File: config.mk
export PLATFORM = sky130hd
export DESIGN_NAME = mem_stage
export DESIGN_NICKNAME = d
export VERILOG_FILES = /design/src/rtl/cpu_types_pkg.sv /design/src/rtl/mem_wb_latch.sv /design/src/rtl/mem_stage.sv
export SDC_FILE = /design/constraint.sdc
export NUM_CORES = 1
export LEC_CHECK = 0
export ABC_AREA = 1
export CAP_MARGIN = 20
export CORE_ASPECT_RATIO = 0.9
export CORE_MARGIN = 1
export CORE_UTILIZATION = 36
export DETAILED_ROUTE_END_ITERATION = 10
export PLACE_DENSITY = 0.79
export SLEW_MARGIN = 25
export SYNTH_ARGS = -nofsm -noshare
export SYNTH_HDL_FRONTEND = slang
export SYNTH_SLANG_ARGS = --single-unit
File: constraint.sdc
create_clock -name CLK -period 1.6 [get_ports CLK]
set_input_delay 0.16 -clock CLK [delete_from_list [all_inputs] [get_ports CLK]]
set_output_delay 0.16 -clock CLK [all_outputs]
set_load 0.03 [all_outputs]
File: src/rtl/cpu_types_pkg.sv
// cpu_types_pkg: shared CPU types.
//   word_t          32-bit datapath word
//   regbits_t       register-file select
//   memstate_t      MEM-stage access FSM states
//   WORD_ALIGN_MASK low address bits that must be zero for a word access
//   lui_word()      builds the LUI writeback word from an instruction
package cpu_types_pkg;

  typedef logic [31:0] word_t;
  typedef logic [4:0]  regbits_t;

  typedef enum logic [1:0] {
    IDLE   = 2'd0,
    BUSY   = 2'd1,
    DONE   = 2'd2,
    HALTED = 2'd3
  } memstate_t;

  localparam logic [1:0] WORD_ALIGN_MASK = 2'b11;

  function automatic word_t lui_word(input word_t instr);
    return {instr[15:0], 16'h0000};
  endfunction

endpackage

File: src/rtl/mem_wb_latch.sv
// mem_wb_latch: MEM/WB pipeline register.
//   CLK, nRST        clock, async active-low reset
//   en_i             load new writeback values
//   bubble_i         load a bubble (all fields cleared); wins over en_i
//   wen_i/wsel_i/wdat_i  writeback enable, select, data in
//   wen_o/wsel_o/wdat_o  registered writeback to the register file
module mem_wb_latch
  import cpu_types_pkg::*;
(
  input  logic     CLK,
  input  logic     nRST,
  input  logic     en_i,
  input  logic     bubble_i,
  input  logic     wen_i,
  input  regbits_t wsel_i,
  input  word_t    wdat_i,
  output logic     wen_o,
  output regbits_t wsel_o,
  output word_t    wdat_o
);

  logic     wen_q;
  regbits_t wsel_q;
  word_t    wdat_q;

  always_ff @(posedge CLK or negedge nRST) begin
    if (!nRST) begin
      wen_q  <= 1'b0;
      wsel_q <= '0;
      wdat_q <= '0;
    end else if (bubble_i) begin
      wen_q  <= 1'b0;
      wsel_q <= '0;
      wdat_q <= '0;
    end else if (en_i) begin
      wen_q  <= wen_i;
      wsel_q <= wsel_i;
      wdat_q <= wdat_i;
    end
  end

  assign wen_o  = wen_q;
  assign wsel_o = wsel_q;
  assign wdat_o = wdat_q;

endmodule

File: src/rtl/mem_stage.sv
// mem_stage: memory stage of the five-stage pipeline.
//   Inputs : CLK, nRST (async active-low), memEN (hazard advance enable),
//            EX/MEM control (memcuDRE/DWE/HALT, memMemToReg, memWEN,
//            memLUIflag), memwsel, memOutput_Port (ALU result / address),
//            memrdat2 (store data), meminstr, dhit, dmemload.
//   Outputs: dmemREN/dmemWEN/dmemaddr/dmemstore (data-memory request),
//            memStall, memErr (sticky misalign/timeout), wbWEN/wbwsel/wbwdat
//            (MEM/WB latch), wbHALT (sticky).
//   Parameter TIMEOUT: dhit wait cycles before memErr asserts.
//   Optional build macro MEM_STAGE_PERF_EN adds perfAccesses and
//   perfStallCycles counters.
module mem_stage
  import cpu_types_pkg::*;
#(
  parameter int TIMEOUT = 255
) (
  input  logic        CLK,
  input  logic        nRST,
  input  logic        memEN,
  input  logic        memcuDRE,
  input  logic        memcuDWE,
  input  logic        memcuHALT,
  input  logic        memMemToReg,
  input  logic        memWEN,
  input  logic        memLUIflag,
  input  logic [4:0]  memwsel,
  input  logic [31:0] memOutput_Port,
  input  logic [31:0] memrdat2,
  input  logic [31:0] meminstr,
  input  logic        dhit,
  input  logic [31:0] dmemload,
  output logic        dmemREN,
  output logic        dmemWEN,
  output logic [31:0] dmemaddr,
  output logic [31:0] dmemstore,
  output logic        memStall,
  output logic        memErr,
  output logic        wbWEN,
  output logic [4:0]  wbwsel,
  output logic [31:0] wbwdat,
  output logic        wbHALT
`ifdef MEM_STAGE_PERF_EN
  ,
  output logic [31:0] perfAccesses,
  output logic [31:0] perfStallCycles
`endif
);

  localparam int            CW      = $clog2(TIMEOUT + 1);
  localparam logic [CW-1:0] TMO_MAX = CW'(TIMEOUT);

  memstate_t     state_q, state_d;
  logic [CW-1:0] tmo_q, tmo_d;
  word_t         load_q, load_d;
  logic          err_q, err_d;
  logic          halt_q, halt_d;

  logic  req_en, access, retire, misaligned, bubble;
  word_t load_word, wdat;

  // Requests are gated by nRST so they drop the instant reset asserts,
  // even though the EX/MEM inputs may still be presenting an access.
  always_comb begin
    req_en     = nRST && (state_q == IDLE || state_q == BUSY);
    access     = req_en && (memcuDRE || memcuDWE);
    dmemWEN    = req_en && memcuDWE;
    dmemREN    = req_en && memcuDRE && !memcuDWE;  // write wins
    dmemaddr   = req_en ? memOutput_Port : '0;
    dmemstore  = req_en ? memrdat2 : '0;
    memStall   = access && !dhit;
    retire     = nRST && memEN && !memStall && (state_q != HALTED);
    misaligned = access && (|(memOutput_Port[1:0] & WORD_ALIGN_MASK));
    bubble     = memStall || (state_q == HALTED);
  end

  // Next-state logic.
  always_comb begin
    state_d = state_q;
    case (state_q)
      IDLE, BUSY: begin
        if (access) begin
          if (dhit) begin
            if (memEN) state_d = memcuHALT ? HALTED : IDLE;
            else       state_d = DONE;  // park so the access is not re-issued
          end else begin
            state_d = BUSY;
          end
        end else if (retire) begin
          state_d = memcuHALT ? HALTED : IDLE;
        end
      end
      DONE: begin
        if (retire) state_d = memcuHALT ? HALTED : IDLE;
      end
      HALTED:  state_d = HALTED;
      default: state_d = IDLE;
    endcase
  end

  // Timeout counter saturates; error latches on the cycle it reaches TIMEOUT.
  always_comb begin
    tmo_d = '0;
    if (memStall) tmo_d = (tmo_q == TMO_MAX) ? tmo_q : tmo_q + 1'b1;
    err_d  = err_q || misaligned || (memStall && (tmo_d == TMO_MAX));
    load_d = (access && dhit) ? dmemload : load_q;
    halt_d = halt_q || (retire && memcuHALT);
  end

  // Load data is live from memory on the dhit cycle, captured once parked.
  always_comb begin
    load_word = (state_q == DONE) ? load_q : dmemload;
    if (memLUIflag)       wdat = lui_word(meminstr);
    else if (memMemToReg) wdat = load_word;
    else                  wdat = memOutput_Port;
  end

  always_ff @(posedge CLK or negedge nRST) begin
    if (!nRST) begin
      state_q <= IDLE;
      tmo_q   <= '0;
      load_q  <= '0;
      err_q   <= 1'b0;
      halt_q  <= 1'b0;
    end else begin
      state_q <= state_d;
      tmo_q   <= tmo_d;
      load_q  <= load_d;
      err_q   <= err_d;
      halt_q  <= halt_d;
    end
  end

  mem_wb_latch u_mem_wb_latch (
    .CLK      (CLK),
    .nRST     (nRST),
    .en_i     (retire),
    .bubble_i (bubble),
    .wen_i    (memWEN),
    .wsel_i   (memwsel),
    .wdat_i   (wdat),
    .wen_o    (wbWEN),
    .wsel_o   (wbwsel),
    .wdat_o   (wbwdat)
  );

  assign memErr = err_q;
  assign wbHALT = halt_q;

`ifdef MEM_STAGE_PERF_EN
  logic [31:0] acc_cnt_q, stall_cnt_q;

  always_ff @(posedge CLK or negedge nRST) begin
    if (!nRST) begin
      acc_cnt_q   <= '0;
      stall_cnt_q <= '0;
    end else begin
      if (retire && (access || state_q == DONE)) acc_cnt_q <= acc_cnt_q + 32'd1;
      if (memStall) stall_cnt_q <= stall_cnt_q + 32'd1;
    end
  end

  assign perfAccesses    = acc_cnt_q;
  assign perfStallCycles = stall_cnt_q;
`endif

endmodule

* Word level (Yosys, flattened, before mapping) *
Cells that the tools add are included.

operators by class
  add/subtract/negate cells = 1
  equality and inequality tests = 6
  muxes and demuxes = 19
  reduce and logical (&&, ||, !) cells = 26

operator list
  cell                 count
  $mux 32              7
  $eq 8x8->1 const B   2
  $mux 8               2
  $logic_and 1x1->1    13
  $mux 2               5
  $mux 5               2
  $add 8x1->8 const B  1
  $logic_or 1x1->1     6
  $pmux 2 s3           1
  $eq 2x2->1 const B   2
  $reduce_or 2->1      2
  $logic_not 1->1      3
  $eq 2x1->1 const B   1
  $logic_not 2->1      1
  $mux 1               2
  $ne 2x2->1 const B   1
  $reduce_bool 2->1    1

storage, ports and cells
  flip-flop bits (word level) = 82
  bits of input ports = 143

* Logic depth before layout (Yosys ltp) *
  depth in word-level cells = 11
  mapped depth = 12
  mapped depth without buffers = 11

* By module *
From an unflattened synthesis, not the netlist that was laid out.

second synthesis, totals
  cell total of the unflattened synthesis = 714
  area total of the unflattened synthesis = 4887.2 um^2

modules (own cells, without submodules)
  module        times used  cells each  area an instance (um^2)
  mem_stage     1           548         3368.2
  mem_wb_latch  1           166         1519.0

* Worst setup path before layout *
Ideal clock, no wire load.

  path kind = register to register
  start = register tmo_q[0]
  end = register err_q, in the netlist memErr
  arrival = 1443 ps
  slack = 40 ps
  stages on the path, launching flop included = 11
  period minus slack after synthesis = 1560 ps
  cells stage by stage = dfrtp_1 > ha_1 > nand2_1 > nor2_1 > nand2_1 > clkbuf_1 > nand3_1 > nand3_1 > nor2_1 > nand2_1 > nand2_1

on the way
  word-level cells in the longest chain between the ends = 6
  elaborated cells on any way between the ends = 7
  classes of those cells = 1 x add/sub; 2 x eq/ne; 2 x mux; 2 x reduce/logical

RTL lines
  what                                              RTL line          RTL
  start, declared                                   mem_stage.sv:53   logic [CW-1:0] tmo_q, tmo_d;
  start signal, assigned                            mem_stage.sv:126  tmo_q <= tmo_d;
  $add 8x1->8 / $eq 8x8->1 (equally long branches)  mem_stage.sv:103  if (memStall) tmo_d = (tmo_q == TMO_MAX) ? tmo_q : tmo_q + 1'b1;
  $mux 8 (*) (2 in a row)                           mem_stage.sv:103
  $eq 8x8->1 (*)                                    mem_stage.sv:104  err_d = err_q || misaligned || (memStall && (tmo_d == TMO_MAX));
  $logic_and 1x1->1 (*)                             mem_stage.sv:104
  $logic_or 1x1->1 (*)                              mem_stage.sv:104
  net err_d                                         mem_stage.sv:55   logic err_q, err_d;
  end signal, assigned                              mem_stage.sv:128  err_q <= err_d;
  end, declared                                     mem_stage.sv:55

The timed path passes the listed nets; every way through them passes the cells marked *.
A chain may end at the register's enable or synchronous reset.

* Worst setup path after layout *
  start = register state_q[1]
  end = output dmemstore[19]

on the way
  word-level cells in the longest chain between the ends = 4
  elaborated cells on any way between the ends = 5
  classes of those cells = 1 x eq/ne; 1 x mux; 3 x reduce/logical

RTL lines
  what                                                  RTL line          RTL
  start, declared                                       mem_stage.sv:52   memstate_t state_q, state_d;
  start signal, assigned                                mem_stage.sv:125  state_q <= state_d;
  $eq 2x1->1 / $logic_not 2->1 (equally long branches)  mem_stage.sv:64   req_en = nRST && (state_q == IDLE || state_q == BUSY);
  $logic_or 1x1->1 (*)                                  mem_stage.sv:64
  $logic_and 1x1->1 (*)                                 mem_stage.sv:64
  $mux 32 (*)                                           mem_stage.sv:69   dmemstore = req_en ? memrdat2 : '0;
  end, declared                                         mem_stage.sv:35   output logic [31:0] dmemstore,

Every way passes the cells marked *; elsewhere a longest branch is shown, timed or not.

==> results.md <==
- Dpl cells: 1081
- Yosys warnings: 0
- LEAKAGE: 4.085 nW
- Simple-Gate Fraction of Synth Area: 0.2838
- Status: finished with violations
- WHS: 0.3378 ns
- Worst Path Max Fanout: 6
- CORE AREA: 0.01227 sq mm
- Number of max-cap violations: 0
- Failing checks: setup timing
- Clk root buf: clkbuf_16
- Synth Area in XOR/XNOR: 0.001898
- Final setup violation count: 32
- Vias per cell: 4.959
- Hold Path Class: input port to flip-flop
- Final worst setup slack: -0.09175 ns
- Iteration-0 DRC Markers: 408
- Syn Inst Count: 677
- Worst-Margin Slew: 0.5520 ns
- Max Freq: 591.1 MHz
- Compound-Gate Fraction of Synth Area: 0.1513
- Worst EP arrival: 1.53 ns
- Starting Density: 0.3763
- Longest Clk Path Bufs: 2
- Synthesized Nets: 821
- Cell area after layout: 0.008304 sq mm
- Skew-Pair Late Insertion Delay: 0.34 ns
- Pwr Total: 9.465 mW
- Endpoints failing hold: 0
- Highest-count cells in the layout ignoring fill and taps: nand2_1 (177), clkdlybuf4s50_1 (164), inv_1 (92)
- Data required, critical path: 1.44 ns
- Fill count: 948
- Pin count of the biggest net entering global routing: 41
- Commonest non-fill, non-tap cell in the layout: nand2_1
- Register bit count reported by yosys: 82
- Chip width: 121.4 um
- Post-DP HPWL: 12.21 mm
- Die Span Y: 109.4 um
- H-tree depth: 3
- Sequential Area: 0.002052 sq mm
- Port Buffers: 233
- Slew HR: 0.6320
- Placed cell area: 0.007289 sq mm
- Max Slew Vio Count: 0
- Largest family of logic cells by synthesized area: simple AND/OR/NAND/NOR gates
- Top delay family on crit path: buffers and inverters
- Peak supply drop: 588.3 uV
- Period utilization: 1.057
- Mapped Avg Cell Area: 6.818 sq um
- Layout cells sized above 1: 0.2234
- Final non-filler cell total: 1110
- Mapped cell area: 0.004616 sq mm
- Fin nets: 1088
- First-pass GRT wire length: 25.88 mm
- Total gr overflow: 0
- Slowest cell on the critical path: dfrtp_1
- DRC: 0
- Critical Path Source Type: flip-flop
- Via count: 5505
- Clk_skew: 0.004177 ns
- CTS buffer count: 9
- Rows: 38
- RSZ-0062 raised after global routing: yes
- Fin crit period: 1.692 ns
- Area Overhead vs Synth: 79.91%
- GRT Total Usage: 0.2551
- # IOs: 250
- Reg clk slew, reported paths: 0.06 ns
- Setup CP Type: flip-flop to output port
- Worst Path Buf+Inv: 4
- CTS tree: built
- Pwr dens: 1140 mW/mm^2
- Sequential area share after synthesis: 0.4446
- Area of the multi-input gates: 0.002338 sq mm
- DR pass1 iterations: 5
- Mux cell area share after synthesis: 0
- Post-DRT Antenna Nets: 0
- Vias in the first global route: 5000
- Max incr delay on CP: 0.42 ns
- Final Routed Wirelength: 17.77 mm
- Crit-path cells: inv_2, nand2_8, buf_12, buf_8, nor2_2, buf_6
- RD Place Congestion: 0.8306
- CP endpoint kind: output port
- Total clock sinks: 82
- Final Util: 0.6770
- Routed wire per std cell: 16.01 um
- Synth Area in Adders: 0.002711
- Count of different cell masters after synthesis: 27
- Initial antenna violation count: 1
- Die ar.: 0.01328 sq mm
-- layer usage --
| metal | wire length, um | part of all wire | global-route usage |
|---|---|---|---|
| met5 | 17 | 0.00096 | 0 |
| met4 | 391 | 0.022 | 0.1032 |
| met1 | 7237 | 0.41 | 0.3271 |
| met3 | 1322 | 0.074 | 0.05083 |
| met2 | 8797 | 0.50 | 0.4221 |
-- state kept, by name, summed over array words and instances (netlist names) --
signal / flops
u_mem_wb_latch.wdat_o: 32
tmo_q: 8
memErr: 1
u_mem_wb_latch.wsel_o: 5
state_q: 2
u_mem_wb_latch.wen_o: 1
wbHALT: 1
load_q: 32
-- cell families (layout without fill, tap and decap cells) --
family          after synthesis  in the layout
compound gates              134            134
xor+xnor                      1              1
fa+ha+maj                     1              1
buf+inv                     134            406
flops                        82             82
other cells                   0              1
simple gates                325            325
-- synthesized netlist by cell type --
library cell  count  share of area
nor2_2            3         0.0041
inv_1            94          0.076
nor2_8            1         0.0043
nor3_1            1         0.0011
inv_2             1        0.00081
a21oi_1          21          0.023
o21ai_0          93           0.10
o22ai_1          16          0.022
inv_4             1         0.0014
nand3_1          24          0.026
xnor2_1           1         0.0019
and3_1            1         0.0014
nand4_1           3         0.0041
o21bai_1          2         0.0033
nand2_1         180           0.15
dfrtp_1          82           0.44
a31oi_1           2         0.0027
clkbuf_1         29          0.024
nand2_4           2         0.0049
or2_2             1         0.0014
nor2_1          108          0.088
clkbuf_2          1         0.0011
buf_6             3         0.0073
nor2_4            1         0.0024
ha_1              1         0.0027
buf_1             1        0.00081
buf_2             4         0.0043
-- power breakdown --
| group | switching [mW] | internal [mW] |
|---|---|---|
| combinational | 2.42 | 1.88 |
| sequential | 0.286 | 2.59 |
| clock | 0.904 | 1.38 |
-- final timing paths --
| path | from | endpoint | slack [ns] | cells after the start |
|---|---|---|---|---|
| min | nRST | tmo_q[0] | 0.34 | 7 |
| min reg2reg | load_q[11] | load_q[11] | 0.47 | 2 |
| max | state_q[1] | dmemstore[19] | -0.09 | 6 |
| max reg2reg | state_q[1] | state_q[1] | 0.03 | 11 |
| max in group asynchronous | nRST | u_mem_wb_latch.wdat_o[15] | 0.43 | 5 |
| min in group asynchronous | nRST | load_q[16] | 0.47 | 4 |
-- metrics by stage --
stage	setup slack [ns]	TNS, ns
after floorplan	0.04043	0
after global placement	-0.1180	-6.286
after detailed placement	-0.1840	-7.136
after CTS	-0.06102	-0.8115
after global routing	-0.1278	-4.707
final	-0.09175	-2.024
-- cell type report --
| cell class | instances | share of cell area |
|---|---|---|
| diodes | 1 | 0.0003013 |
| clock inverters | 7 | 0.01205 |
| inverters | 96 | 0.04400 |
| repair buffers | 294 | 0.3637 |
| clock buffers | 9 | 0.02712 |
| flip-flops and latches | 82 | 0.2471 |
| well taps | 160 | 0.02411 |
| multi-input cells | 461 | 0.2816 |
-- tightest hold or removal path: cells and delay by family --
family | cells | cell delay, ns
buffers and inverters | 2 | 0.19
and+or+nand+nor | 5 | 0.28
-- repair_timing --
item                       in CTS  in global routing
gates cloned                    1                  3
hold endpoints to repair       42                  0
pin swaps                       3                 10
resized for setup              64                 86
hold buffers                    1                  0
setup endpoints to repair      63                 84
setup buffers                   3                  7
Note: power is estimated with default switching activity, not from simulation.
